`src/rtl/drawing_datapath.sv`:
```
// Raster-sweep pixel generator driven by the drawing FSM's state code.
// Turns each active state into a box/full-screen sweep of VGA writes and pulses oDone when finished.
//
// iState | meaning
// -------+---------------------------------------------------------------
// IDLE   | no sweep
// MOVE   | paint cursor box at new mouse position, shift cur -> prev
// WAIT   | no sweep
// CLEAN  | erase old cursor box at prevPos, skipping the current cursor box
// DRAW   | paint brush box at mouse position in user colour
// ERASE  | paint brush box at mouse position in background colour
// CLEAR  | paint whole screen in background colour
// 7      | reserved, no sweep
module drawing_datapath #(
    parameter int         WIDTH         = 160,
    parameter int         HEIGHT        = 120,
    parameter int         XW            = 8,
    parameter int         YW            = 7,
    parameter int         CURSOR_SIZE   = 4,
    parameter int         BRUSH_SIZE    = 2,
    parameter logic [2:0] CURSOR_COLOUR = 3'b111,
    parameter logic [2:0] BG_COLOUR     = 3'b000
) (
    input  logic          iClk,
    input  logic          iReset,
    input  logic [2:0]    iState,
    input  logic [XW-1:0] iX,
    input  logic [YW-1:0] iY,
    input  logic [2:0]    iColour,
    output logic [XW-1:0] oX,
    output logic [YW-1:0] oY,
    output logic [2:0]    oColour,
    output logic          oPlot,
    output logic          oDone
);

    typedef enum logic [2:0] {
        ST_IDLE  = 3'd0,
        ST_MOVE  = 3'd1,
        ST_WAIT  = 3'd2,
        ST_CLEAN = 3'd3,
        ST_DRAW  = 3'd4,
        ST_ERASE = 3'd5,
        ST_CLEAR = 3'd6,
        ST_RSVD  = 3'd7
    } state_e;

    state_e        last_q, last_d;
    logic          busy_q, busy_d;
    logic          fin_q, fin_d;
    logic [XW-1:0] cx_q, cx_d;
    logic [YW-1:0] cy_q, cy_d;
    logic [XW-1:0] base_x_q, base_x_d;
    logic [YW-1:0] base_y_q, base_y_d;
    logic [XW-1:0] cur_x_q, cur_x_d;
    logic [YW-1:0] cur_y_q, cur_y_d;
    logic [XW-1:0] prev_x_q, prev_x_d;
    logic [YW-1:0] prev_y_q, prev_y_d;
    logic [XW-1:0] x_q, x_d;
    logic [YW-1:0] y_q, y_d;
    logic [2:0]    col_q, col_d;
    logic          plot_q, plot_d;
    logic          done_q, done_d;

    state_e        st_in;
    logic [XW-1:0] sx_m1;
    logic [YW-1:0] sy_m1;
    logic [XW:0]   px;
    logic [YW:0]   py;
    logic          clip;
    logic          in_cur;
    logic          mask;
    logic          last_pix;
    logic [2:0]    pix_col;

    assign st_in = state_e'(iState);

    always_comb begin
        sx_m1   = XW'(WIDTH - 1);
        sy_m1   = YW'(HEIGHT - 1);
        pix_col = BG_COLOUR;
        case (last_q)
            ST_MOVE: begin
                sx_m1   = XW'(CURSOR_SIZE - 1);
                sy_m1   = YW'(CURSOR_SIZE - 1);
                pix_col = CURSOR_COLOUR;
            end
            ST_CLEAN: begin
                sx_m1 = XW'(CURSOR_SIZE - 1);
                sy_m1 = YW'(CURSOR_SIZE - 1);
            end
            ST_DRAW: begin
                sx_m1   = XW'(BRUSH_SIZE - 1);
                sy_m1   = YW'(BRUSH_SIZE - 1);
                pix_col = iColour;
            end
            ST_ERASE: begin
                sx_m1 = XW'(BRUSH_SIZE - 1);
                sy_m1 = YW'(BRUSH_SIZE - 1);
            end
            default: ;
        endcase
    end

    // One extra bit so boxes hanging off the right/bottom edge clip instead of wrapping.
    always_comb begin
        px       = {1'b0, base_x_q} + {1'b0, cx_q};
        py       = {1'b0, base_y_q} + {1'b0, cy_q};
        clip     = (px >= (XW+1)'(WIDTH)) || (py >= (YW+1)'(HEIGHT));
        in_cur   = (px >= {1'b0, cur_x_q}) && (px < {1'b0, cur_x_q} + (XW+1)'(CURSOR_SIZE)) &&
                   (py >= {1'b0, cur_y_q}) && (py < {1'b0, cur_y_q} + (YW+1)'(CURSOR_SIZE));
        mask     = clip || ((last_q == ST_CLEAN) && in_cur);
        last_pix = (cx_q == sx_m1) && (cy_q == sy_m1);
    end

    always_comb begin
        last_d   = last_q;
        busy_d   = busy_q;
        fin_d    = fin_q;
        cx_d     = cx_q;
        cy_d     = cy_q;
        base_x_d = base_x_q;
        base_y_d = base_y_q;
        cur_x_d  = cur_x_q;
        cur_y_d  = cur_y_q;
        prev_x_d = prev_x_q;
        prev_y_d = prev_y_q;
        x_d      = x_q;
        y_d      = y_q;
        col_d    = col_q;
        plot_d   = 1'b0;
        done_d   = 1'b0;

        if (st_in != last_q) begin
            last_d = st_in;
            cx_d   = '0;
            cy_d   = '0;
            fin_d  = 1'b0;
            busy_d = st_in inside {ST_MOVE, ST_CLEAN, ST_DRAW, ST_ERASE, ST_CLEAR};
            case (st_in)
                ST_MOVE: begin
                    prev_x_d = cur_x_q;
                    prev_y_d = cur_y_q;
                    cur_x_d  = iX;
                    cur_y_d  = iY;
                    base_x_d = iX;
                    base_y_d = iY;
                end
                ST_DRAW, ST_ERASE: begin
                    base_x_d = iX;
                    base_y_d = iY;
                end
                ST_CLEAN: begin
                    base_x_d = prev_x_q;
                    base_y_d = prev_y_q;
                end
                ST_CLEAR: begin
                    base_x_d = '0;
                    base_y_d = '0;
                end
                default: ;
            endcase
        end else if (busy_q) begin
            if (fin_q) begin
                done_d = 1'b1;
                busy_d = 1'b0;
                fin_d  = 1'b0;
            end else begin
                // Masked pixels still take their cycle but leave oX/oY/oColour untouched.
                plot_d = !mask;
                if (!mask) begin
                    x_d   = px[XW-1:0];
                    y_d   = py[YW-1:0];
                    col_d = pix_col;
                end
                if (last_pix) begin
                    fin_d = 1'b1;
                end else if (cx_q == sx_m1) begin
                    cx_d = '0;
                    cy_d = cy_q + YW'(1);
                end else begin
                    cx_d = cx_q + XW'(1);
                end
            end
        end
    end

    always_ff @(posedge iClk) begin
        if (iReset) begin
            last_q   <= ST_IDLE;
            busy_q   <= 1'b0;
            fin_q    <= 1'b0;
            cx_q     <= '0;
            cy_q     <= '0;
            base_x_q <= '0;
            base_y_q <= '0;
            cur_x_q  <= '0;
            cur_y_q  <= '0;
            prev_x_q <= '0;
            prev_y_q <= '0;
            x_q      <= '0;
            y_q      <= '0;
            col_q    <= '0;
            plot_q   <= 1'b0;
            done_q   <= 1'b0;
        end else begin
            last_q   <= last_d;
            busy_q   <= busy_d;
            fin_q    <= fin_d;
            cx_q     <= cx_d;
            cy_q     <= cy_d;
            base_x_q <= base_x_d;
            base_y_q <= base_y_d;
            cur_x_q  <= cur_x_d;
            cur_y_q  <= cur_y_d;
            prev_x_q <= prev_x_d;
            prev_y_q <= prev_y_d;
            x_q      <= x_d;
            y_q      <= y_d;
            col_q    <= col_d;
            plot_q   <= plot_d;
            done_q   <= done_d;
        end
    end

    assign oX      = x_q;
    assign oY      = y_q;
    assign oColour = col_q;
    assign oPlot   = plot_q;
    assign oDone   = done_q;

endmodule

```
`config.mk`:
```
export PLATFORM = sky130hd
export DESIGN_NAME = drawing_datapath
export DESIGN_NICKNAME = d
export VERILOG_FILES = /design/src/rtl/drawing_datapath.sv
export SDC_FILE = /design/constraint.sdc
export NUM_CORES = 1
export LEC_CHECK = 0
export CAP_MARGIN = 20
export CELL_PAD_IN_SITES_DETAIL_PLACEMENT = 1
export CELL_PAD_IN_SITES_GLOBAL_PLACEMENT = 1
export CORE_UTILIZATION = 39
export CTS_CLUSTER_DIAMETER = 50
export DETAILED_ROUTE_END_ITERATION = 8
export PLACE_DENSITY = 0.8
export REMOVE_ABC_BUFFERS = 1
export SETUP_SLACK_MARGIN = 0.5
export SLEW_MARGIN = 25
export SYNTH_ARGS = -nofsm -noshare
export SYNTH_HDL_FRONTEND = slang
export SYNTH_SLANG_ARGS = --single-unit
```
`constraint.sdc`:
```
create_clock -name iClk -period 6.5 [get_ports iClk]
set_input_delay 1.625 -clock iClk [delete_from_list [all_inputs] [get_ports iClk]]
set_output_delay 1.625 -clock iClk [all_outputs]
set_load 0.02 [all_outputs]
```
; Yosys cells after proc, flatten, opt, wreduce, memory -nomap -nowiden
; Cells that the tools add are included.
[word_totals]
register_bits = 85
latch_bits = 0
ram_bits = 0
romBits = 0
inputBits = 23
out_inout_bits = 20
word_cells = 78
n_memories = 0
[op_classes]
n_addsub = 6
n_mul = 0
div_mod_pow = 0
magnitude_cmp = 6
eq_ne = 12
shifts = 0
n_mux = 12
n_bitwise = 5
n_reduce_logical = 21
[ops]
columns = operator, n
row1 = $pmux W8 S3, 1
row2 = $pmux W7 S3, 1
row3 = $pmux W8 S2, 1
row4 = $eq A3 B3 Y1 const B, 5
row5 = $pmux W7 S2, 1
row6 = $add A8 B3 Y9 const B, 1
row7 = $add A8 B8 Y9, 1
row8 = $ge A9 B8 Y1, 1
row9 = $ge A9 B8 Y1 const B, 1
row10 = $lt A9 B9 Y1, 1
row11 = $add A7 B3 Y8 const B, 1
row12 = $add A7 B7 Y8, 1
row13 = $add A8 B1 Y8 const B, 1
row14 = $eq A8 B8 Y1, 1
row15 = $ge A8 B7 Y1, 1
row16 = $ge A8 B7 Y1 const B, 1
row17 = $lt A8 B8 Y1, 1
row18 = $mux W8, 1
row19 = $reduce_and A4 Y1, 2
row20 = $add A7 B1 Y7 const B, 1
row21 = $eq A7 B7 Y1, 1
row22 = $eq A3 B1 Y1 const B, 2
row23 = $eq A3 B2 Y1 const B, 2
row24 = $mux W1, 6
row25 = 13 further kinds, 26

; Logic depth before layout (Yosys ltp)
[logic_depth]
word_depth = 9
mapped_depth = 18
ltp_nobuf = 16

; Worst setup path after synthesis
; Ideal clock, no wire load.
[synth_path]
kind = input -> register
start = input iState[2]
end = register x_q[0] (netlist: oX[0])
setup_ps = 121
arrival_time_ps = 3452
t_required_ps = 6379
slack_ps = 2926
cell_stages = 9
path_buffers = 2
path_cell_list = xor2_1 > nor3_1 > nand2_1 > a211oi_1 > nand3b_1 > or4_1 > buf_2 > buf_4 > mux2i_1
[synth_between]
elab_chain_cells = 3
[synth_lines]
columns = item, line_no
row1 = from (decl), 26  ; input logic [2:0] iState,
row2 = $ne A3 B3 Y1, 134  ; if (st_in != last_q) begin
row3 = $not A1 Y1 (no line), n/a
row4 = $reduce_and A4 Y1 (no line), n/a
row5 = to (signal assigned), 201  ; x_q <= '0;
row6 = to (signal assigned), 218  ; x_q <= x_d;
row7 = to (decl), 59  ; logic [XW-1:0] x_q, x_d;
; No other way between the ends.
; A chain may end at the register's enable or synchronous reset.

; Final worst setup path
[layout_path]
start = input iState[2]
end = register y_q[6] (netlist: oY[6])
[layout_between]
elab_chain_cells = 3
[layout_lines]
columns = item, line_no
row1 = $ne A3 B3 Y1, 134
row2 = $not A1 Y1 (no line), n/a
row3 = $reduce_and A4 Y1 (no line), n/a
row4 = to (signal assigned), 219  ; y_q <= y_d;
row5 = to (decl), 60  ; logic [YW-1:0] y_q, y_d;
; No other way between the ends.

==> results.sh <==
export IMPL_cts_root_buffer="clkbuf_16"
export IMPL_synth_top_area_cell="dfxtp_1"
export IMPL_end_kind="register"
export IMPL_critPathRequiredTime_ns=6.73
export IMPL_first_iter_violations=104
export IMPL_power_density_nw_per_um2=215
export IMPL_grt_usage_pct=22.6
export IMPL_stdcell_count=847
export IMPL_fin_area_um2=6000
export IMPL_drt_total_wl_um=14200
export IMPL_port_buffers=42
export IMPL_first_global_vias=4734
export IMPL_status="complete, no violations"
export IMPL_ir_worst_vdd_uv=92.6
export IMPL_start_kind="primary input"
export IMPL_wire_per_inst_um=16.8
export IMPL_synth_flop_cell="dfxtp_1"
export IMPL_r2r_slack_ns=2.01
export IMPL_report_final_slew_viol_count=0
export IMPL_num_rows=41
export IMPL_leakagePower_nw=2.30
export IMPL_min_period_over_period_pct=76.9
export IMPL_worst_slew_pin_slew_ns=1.03
export IMPL_hold_class="register to register"
export IMPL_route_vias_total=4571
export IMPL_cts_made_buffers=9
export IMPL_initial_core_util_pct=40.4
export IMPL_r2r_cells=15
export IMPL_cts_max_level=3
export IMPL_r2r_start="cy_q[0]$_SDFFE_PP0P_"
export IMPL_cp_arrival_ns=5.23
export IMPL_fmax_mhz=200
export IMPL_cts_setup_buffers=0
export IMPL_netlist_top_cells_count="85 x dfxtp_1, 78 x a21oi_1, 77 x nand2_1"
export IMPL_ctsHoldBuffers=0
export IMPL_overflow=0
export IMPL_grt_max_degree=48
export IMPL_wl_met1_um=6570
export IMPL_slew_headroom_pct=31.1
export IMPL_core_um2=12700
export IMPL_whs_endpoint="prev_y_q[4]$_SDFFE_PP0P_"
export IMPL_drive_above_1_share_pct=4.74
export IMPL_async_flop_share_pct=0
export IMPL_tns_ns=0
export IMPL_netlist_area_leader_share_pct=33.1
export IMPL_syn_inst=641
export IMPL_dieHeight_um=117
export IMPL_place_congestion=0.842
export IMPL_synth_cell_types=55
export IMPL_cts_repair_resized=0
export IMPL_dp_cells=831
export IMPL_avgSynthCellArea_um2=8.01
export IMPL_reg2reg_to="oY[6]$_SDFFE_PP0P_"
export IMPL_max_stage_delay_ns=0.89
export IMPL_final_hold_viol_count=0
export IMPL_finalCriticalPeriod_ns=5.00
export IMPL_die_x_um=117
export IMPL_finalSetupViolations=0
export IMPL_grt_pass1_wl_um=23400
export IMPL_synth_area_top_cells="dfxtp_1 33%, ha_1 11%, a21oi_1 7.6%"
export IMPL_clock_skew_ns=0.0100
export IMPL_synth_yosys_warnings=0
export IMPL_grt_setup_unrepaired="false"
export IMPL_top_layer="met4"
export IMPL_diodes=0
export IMPL_clock_sinks=85
export IMPL_io_pins=43
export IMPL_dpl_cell_area_um2=5710
export IMPL_grt_antenna_before_repair=0
export IMPL_critPathMaxFanout=22
export IMPL_firstDrtPassIters=4
export IMPL_drc_errors=0
export IMPL_crit_family="simple AND/OR/NAND/NOR gates"
export IMPL_total_power_mw=1.29
export IMPL_slowest_stage="or4_2"
export IMPL_hp_start="prev_y_q[4]$_SDFFE_PP0P_"
export IMPL_place_ws_ns=1.22
export IMPL_layout_nets=742
export IMPL_min_path_cells=2
export IMPL_critical_path_class="primary input to register"
export IMPL_clockBufferDepth=2
export IMPL_syn2layout_area_growth_pct=16.9
export IMPL_maxCapViolations=0
export IMPL_syn_cell_area_um2=5140
export IMPL_ys_seq_elements=85
export IMPL_crit_chain="clkdlybuf4s50_1 -> buf_4 -> xor2_1 -> nor3_1 -> nand2_1 -> a211oi_1 -> nand3b_1 -> or4_2 -> mux2_1"
export IMPL_setup_slack_ns=1.50
export IMPL_ys_seq_area_share_pct=33.1
export IMPL_cp_num_buf_inv=2
export IMPL_synth_edf_count=0
export IMPL_cts_tree="done"
export IMPL_clk_pin_slew_ns=0.06
export IMPL_dp_final_hpwl_um=10600
export IMPL_nFillCells=1589
export IMPL_met2_length_um=7010
export IMPL_postRouteAntennaNets=0
export IMPL_route_met3_wl_um=334
export IMPL_clkLatencyLatePin_ns=0.35
export IMPL_vias_per_cell=5.40
export IMPL_die_area_um2=13600
export IMPL_yosys_cell_count_top_type="dfxtp_1"
## per-layer routing
layer / GRT usage, % / vias to the layer above
li1: - / 2260
met1: 28.5 / 2226
met2: 38.9 / 64
met3: 2.91 / 21
met4: 9.54 / 0
met5: 0 / -
## sequential cells by signal, summed over array words and instances, names as in the netlist
| signal | flops |
|---|---|
| last_q | 3 |
| oColour | 3 |
| cur_y_q | 7 |
| oPlot | 1 |
| cx_q | 8 |
| oY | 7 |
| oDone | 1 |
| prev_y_q | 7 |
| prev_x_q | 8 |
| fin_q | 1 |
| base_y_q | 7 |
| oX | 8 |
| base_x_q | 8 |
| cy_q | 7 |
| cur_x_q | 8 |
| busy_q | 1 |
## how the worst max path moves through the flow
stage                   start  depth (start not counted)                      end  slack [ns]
CTS                 iState[2]                          9       oY[6]$_SDFFE_PP0P_        1.50
floorplan           iState[2]                          5  cur_x_q[0]$_SDFFE_PP0P_        1.96
global placement    iState[2]                          9       oY[6]$_SDFFE_PP0P_        1.41
detailed placement  iState[2]                          9       oY[6]$_SDFFE_PP0P_        1.22
global route        iState[2]                          9       oY[6]$_SDFFE_PP0P_        1.32
finish              iState[2]                          9       oY[6]$_SDFFE_PP0P_        1.50
## layout by cell type, fill, tap and decap left out, drive strengths merged, types with 2 or more instances in the layout
master,n
mux2,6
and2,2
a221oi,2
clkdlybuf4s50,41
a211o,2
fa,2
dfxtp,85
nor4b,3
buf,6
a21oi,78
xor2,7
or4,3
clkinv,3
or3,3
xnor2,23
clkinvlp,2
nand3,15
nand2,77
o21ai,12
a211oi,22
o311a,2
inv,32
nor3,12
o211ai,4
nor2b,33
nor4,4
nand2b,33
clkbuf,10
ha,47
o21a,2
mux2i,14
a21o,6
nor2,63
## logic make-up (layout without fill, tap and decap cells)
family	after synthesis	after routing	share of synthesized area [%]
adders and majority gates	49	49	12.2
AOI/OAI and AO/OA	140	140	16.4
DFF	85	85	33.1
muxes	20	20	4.04
buffers and inverters	61	95	4.70
and+or+nand+nor	256	256	24.3
xor gates and xnor gates	30	30	5.12
## where the power goes
part,switching [mW],internal (mW),leakage (nW),total (mW)
Sequential,0.0168,0.538,0.691,0.555
Combinational,0.129,0.0939,1.47,0.223
Clock,0.218,0.297,0.138,0.515
## final cells by class
type / count / area (µm²) / area share [%]
clock buffers: 10 / 229 / 3.81
clock inverters: 6 / 63.8 / 1.06
inverters: 32 / 120 / 2.00
multi-input cells: 495 / 3210 / 53.5
flip-flops and latches: 85 / 1700 / 28.3
well taps: 172 / 215 / 3.58
repair buffers: 47 / 460 / 7.67
## tightest hold or removal path: cells and delay by family, from the launching register on
family,cells,cell delay (ns)
flops,1,0.31
simple gates,1,0.05
compound gates,1,0.05
## metrics by stage
stage | hold slack, ns | util, %
after detailed placement | 0.451 | 44.9
after global routing | 0.476 | 47.2
final | 0.457 | 47.2
after CTS | 0.459 | 47.2
after global placement | 0.442 | 44.8
after floorplan | 0.431 | -
(Power assumes the default switching activity.)
